### src/rtl/clock_period_meter.sv
// Measures the half-period of a slow square wave in clk cycles and reports it as half_period-1.
// Optional loss-of-signal timeout is built when CLOCK_PERIOD_METER_TIMEOUT_EN is defined.
module clock_period_meter #(
  parameter int unsigned WIDTH = 24
`ifdef CLOCK_PERIOD_METER_TIMEOUT_EN
  , parameter int unsigned TIMEOUT = 24'hFFFFFF
`endif
) (
  input  logic             clk,
  input  logic             rst,
  input  logic             sig_in,
  output logic [WIDTH-1:0] div_out,
  output logic             valid,
  output logic             locked,
  output logic             overflow
);

  localparam logic [1:0] S_IDLE  = 2'd0;
  localparam logic [1:0] S_ARMED = 2'd1;
  localparam logic [1:0] S_TRACK = 2'd2;

  localparam logic [WIDTH-1:0] CNT_MAX = '1;

  logic             sync1_q, sync1_d;
  logic             sync2_q, sync2_d;
  logic             dly_q, dly_d;
  logic             edge_q, edge_d;
  logic [1:0]       state_q, state_d;
  logic [WIDTH-1:0] cnt_q, cnt_d;
  logic [WIDTH-1:0] div_q, div_d;
  logic             valid_q, valid_d;
  logic             locked_q, locked_d;
  logic             ovf_q, ovf_d;
  logic             ovf_hit_c;

`ifdef CLOCK_PERIOD_METER_TIMEOUT_EN
  localparam int unsigned TO_W = 32;
  logic [TO_W-1:0]  to_q, to_d;
  logic             to_fire_c;
`endif

  // State register
  always_ff @(posedge clk) begin
    if (rst) begin
      sync1_q  <= 1'b0;
      sync2_q  <= 1'b0;
      dly_q    <= 1'b0;
      edge_q   <= 1'b0;
      state_q  <= S_IDLE;
      cnt_q    <= '0;
      div_q    <= '0;
      valid_q  <= 1'b0;
      locked_q <= 1'b0;
      ovf_q    <= 1'b0;
`ifdef CLOCK_PERIOD_METER_TIMEOUT_EN
      to_q     <= '0;
`endif
    end else begin
      sync1_q  <= sync1_d;
      sync2_q  <= sync2_d;
      dly_q    <= dly_d;
      edge_q   <= edge_d;
      state_q  <= state_d;
      cnt_q    <= cnt_d;
      div_q    <= div_d;
      valid_q  <= valid_d;
      locked_q <= locked_d;
      ovf_q    <= ovf_d;
`ifdef CLOCK_PERIOD_METER_TIMEOUT_EN
      to_q     <= to_d;
`endif
    end
  end

  // Next-state logic: synchronizer, edge pipeline, interval counter and measurement FSM
  always_comb begin
    sync1_d  = sig_in;
    sync2_d  = sync1_q;
    dly_d    = sync2_q;
    edge_d   = sync2_q ^ dly_q;
    state_d  = state_q;
    cnt_d    = cnt_q;
    div_d    = div_q;
    valid_d  = 1'b0;
    locked_d = locked_q;
    ovf_d    = ovf_q;
    // A saturated count on the edge cycle is treated as overflow even if the flag lags
    ovf_hit_c = ovf_q || (cnt_q == CNT_MAX);

`ifdef CLOCK_PERIOD_METER_TIMEOUT_EN
    to_fire_c = !edge_q && (to_q == TO_W'(TIMEOUT - 1));
    if (edge_q) begin
      to_d = '0;
    end else if (to_q == TO_W'(TIMEOUT)) begin
      to_d = to_q;
    end else begin
      to_d = to_q + TO_W'(1);
    end
`endif

    if (edge_q) begin
      cnt_d = '0;
      ovf_d = 1'b0;
      case (state_q)
        S_IDLE: begin
          state_d = S_ARMED;
        end
        default: begin
          if (ovf_hit_c) begin
            state_d  = S_ARMED;
            locked_d = 1'b0;
          end else begin
            div_d    = cnt_q;
            valid_d  = 1'b1;
            locked_d = (cnt_q == div_q) && (state_q == S_TRACK);
            state_d  = S_TRACK;
          end
        end
      endcase
    end else begin
      if (cnt_q != CNT_MAX) begin
        cnt_d = cnt_q + WIDTH'(1);
      end
      if (cnt_q == CNT_MAX - WIDTH'(1)) begin
        ovf_d = 1'b1;
      end
`ifdef CLOCK_PERIOD_METER_TIMEOUT_EN
      if (to_fire_c) begin
        state_d  = S_IDLE;
        locked_d = 1'b0;
        ovf_d    = 1'b0;
      end
`endif
    end
  end

  assign div_out  = div_q;
  assign valid    = valid_q;
  assign locked   = locked_q;
  assign overflow = ovf_q;

endmodule

### config.mk
export PLATFORM = sky130hd
export DESIGN_NAME = clock_period_meter
export DESIGN_NICKNAME = d
export VERILOG_FILES = /design/src/rtl/clock_period_meter.sv
export SDC_FILE = /design/constraint.sdc
export NUM_CORES = 1
export LEC_CHECK = 0
export ABC_CLOCK_PERIOD_IN_PS = 2500
export CAP_MARGIN = 20
export CORE_ASPECT_RATIO = 0.7
export CORE_MARGIN = 1.5
export CORE_UTILIZATION = 55
export CTS_BUF_LIST = sky130_fd_sc_hd__clkbuf_8
export CTS_CLUSTER_SIZE = 30
export DETAILED_ROUTE_END_ITERATION = 10
export GPL_TIMING_DRIVEN = 0
export PLACE_DENSITY = 0.78
export SLEW_MARGIN = 20
export SYNTH_ARGS = -nofsm -noshare
export SYNTH_HDL_FRONTEND = slang
export SYNTH_SLANG_ARGS = --single-unit
### constraint.sdc
create_clock -name clk -period 2.5 [get_ports clk]
set_input_delay 0.25 -clock clk [delete_from_list [all_inputs] [get_ports clk]]
set_output_delay 0.25 -clock clk [all_outputs]
set_load 0.02 [all_outputs]
==> results.tsv <==
stage	metric	value	unit
finish	fin_nets	336	
floorplanning	rows	21	
timing	slew_headroom	0.5606	
route	vias	2208	
timing	worst_pin_slew	0.6536	ns
timing	period_share	0.9273	
setup_path	r2r_setup_slack	0.18	ns
clock_network	path_clk_slew	0.07	ns
clock_network	cts_buffers	9	
floorplanning	die_area	5341	sq um
clock_network	root_buffer	clkbuf_8	
timing	drv_slew	0	
clock_network	cts_buffer_depth	2	
finish	drive_gt1_frac	0.1071	
clock_network	htreeDepth	3	
synthesis	synthFlopType	dfxtp_1	
clock_network	ctsHoldBuffers	0	
global_routing	first_global_vias	1936	
route	via_per_inst	5.452	
floorplanning	core_area	4756	sq um
setup_path	cp-end-kind	flip-flop	
floorplanning	initial_core_util	0.5672	
route	drtAntennaViolNets	0	
setup_path	critPathRequiredTime	2.69	ns
synthesis	synth_fp_nets	295	
synthesis	ys_ff_latch	57	
setup_path	arrival	2.51	ns
route	routed_wl	6075	um
global_routing	use_met2	0.3583	
placed_design	place_inst	387	
pwr	power_density	522.3	nW/um^2
global_routing	grtUsageMet1	0.3548	
finish	synthToLayoutAreaGrowth	20.45	%
timing	worst_hold_slack	0.2209	ns
setup_path	crit_fanout	10	
floorplanning	num_io_pins	30	
route	drt_iter0_drc	133	
route	route.detailed.drc	0	
timing	tns	0	ns
placed_design	portBuffers	28	
timing	hold_viol_final	0	
synthesis	synth_edf_count	0	
synthesis	netlist_area	2698	sq um
setup_path	path_class	flip-flop to flip-flop	
pwr	p_leak	1.306	nW
global_routing	grt_busiest_layer	met2	
global_routing	grt_pass1_wl	9742	um
clock_network	clkSinkCount	57	
setup_path	cp-start-kind	flip-flop	
pwr	vdd_drop_max	0.0003043	V
timing	period_needed	2.318	ns
placed_design	gp_congestion	0.9020	
flow_run	max_cap_viol_count	0	
synthesis	synthCells	290	
timing	setup_viol	0	
finish	diodes	0	
synthesis	ys_warn_count	0	
global_routing	grt_antenna_before_repair	0	
finish	fin_area	3249	sq um
global_routing	grt_usage	0.2545	
floorplanning	die_h	61.60	um
timing	rsz0062_at_grt	false	
floorplanning	die_w	86.71	um
synthesis	synth_async_sr_flop_share	0	
placed_design	hpwl	4384	um
global_routing	globalRoute.totalOverflow	0	
synthesis	yosysSeqAreaShare	0.4230	
timing	timing.fmax	431.3	MHz
synthesis	syn_area_per_cell	9.302	sq um
synthesis	synth.distinct_cells	39	
finish	stdcell_count	405	
clock_network	clk_latency	0.34	ns
global_routing	use_met3	0.1086	
clock_network	cts_tree	yes	
route	post_drt_wl_per_cell	15.00	um
hold_path	hp-class	input port to flip-flop	
placed_design	postPlaceCellArea	3064	sq um
route	first_pass_iters	4	
global_routing	grt_max_degree	11	
timing	finClkSkew	0.008050	ns
status	status	completed	
[state kept, by name, summed over array words and instances (netlist names)]
name / cells
cnt_q: 24
div_out: 24
dly_d: 1
dly_q: 1
edge_q: 1
locked: 1
overflow: 1
state_q: 2
sync1_q: 1
valid: 1
[logic make-up after synthesis]
kind of cell	synth area share
and+or+nand+nor	0.2254
adders and majority gates	0.009275
xor gates and xnor gates	0.1234
DFF	0.4230
buffers and inverters	0.04870
AOI/OAI and AO/OA	0.08117
muxes	0.08905
[cell usage in the layout (no fill, tap or decap), types with 6 or more instances in the layout]
master	Yosys	layout
nor3_1	6	6
xor2_1	15	15
mux2i_1	24	24
clkdlybuf4s50_1	0	28
dfxtp_1	57	55
clkbuf_8	0	9
nor2_1	48	48
nand2_1	12	12
xnor2_1	23	23
nand4_1	9	9
a21oi_1	10	10
clkbuf_1	10	10
[metal layers]
layer  share of wire  up-vias  wire, um
met3           0.067        9       407
met1            0.52     1033      3172
met5               0        -         0
met2            0.40       63      2411
met4           0.013        0        82
li1                -     1103         -
[area by class of cell]
| type | count | area (sq um) |
|---|---|---|
| well taps | 69 | 86.33 |
| clock inverters | 7 | 38.79 |
| multi-input cells | 211 | 1430 |
| repair buffers | 30 | 295.3 |
| plain buffers | 19 | 120.1 |
| fillers | 407 | 1506 |
| inverters | 3 | 11.26 |
| clock buffers | 9 | 123.9 |
| flip-flops and latches | 57 | 1144 |
[final timing paths]
kind,startpoint,endpoint,cells after the start
max,cnt_q[0],div_out[6],8
max reg2reg,cnt_q[0],div_out[6],8
min reg2reg,sync1_q,dly_d,1
min,rst,dly_d,2
[worst max-delay path: stages, from the launching register on]
cell and delay, ns:
dfxtp_2 0.42, ha_1 0.23, nand3_2 0.14, or4_4 0.57
o21ai_1 0.18, buf_6 0.20, buf_12 0.17, mux2i_1 0.19
nor2_1 0.07
[report_power, final]
group	internal, mW	switching [mW]
logic	0.0213	0.0416
clock network	0.347	0.360
registers	0.917	0.00986
total	1.29	0.412
[Yosys cell counts (all sizes together) (6+ instances only)]
cell,n,area (sq um)
a21oi,10,50.05
buf,9,82.57
clkbuf,10,37.54
dfxtp,57,1141
mux2i,24,240.2
nand2,12,45.04
nand3,7,40.04
nand4,9,56.30
nor2,48,180.2
nor3,6,30.03
nor4,7,71.31
o21ai,8,40.03
xnor2,23,201.4
xor2,15,131.4
[timing repair]
| action | 4_1_cts | 5_1_grt |
|---|---|---|
| gates resized for setup | 0 | 3 |
| setup endpoints to repair | 0 | 25 |
| setup buffers | 0 | 2 |
[per-stage QoR]
stage	power [mW]	worst slack, ns	utilization
final	1.697	0.1816	0.6832
after global routing	1.762	0.01328	0.6832
after CTS	1.709	0.03504	0.6785
after detailed placement	1.008	0.03879	0.6443
after global placement	1.008	0.07660	0.6443
after floorplan	0.9860	0.3473	-
Power figures use the tool's default switching activity.
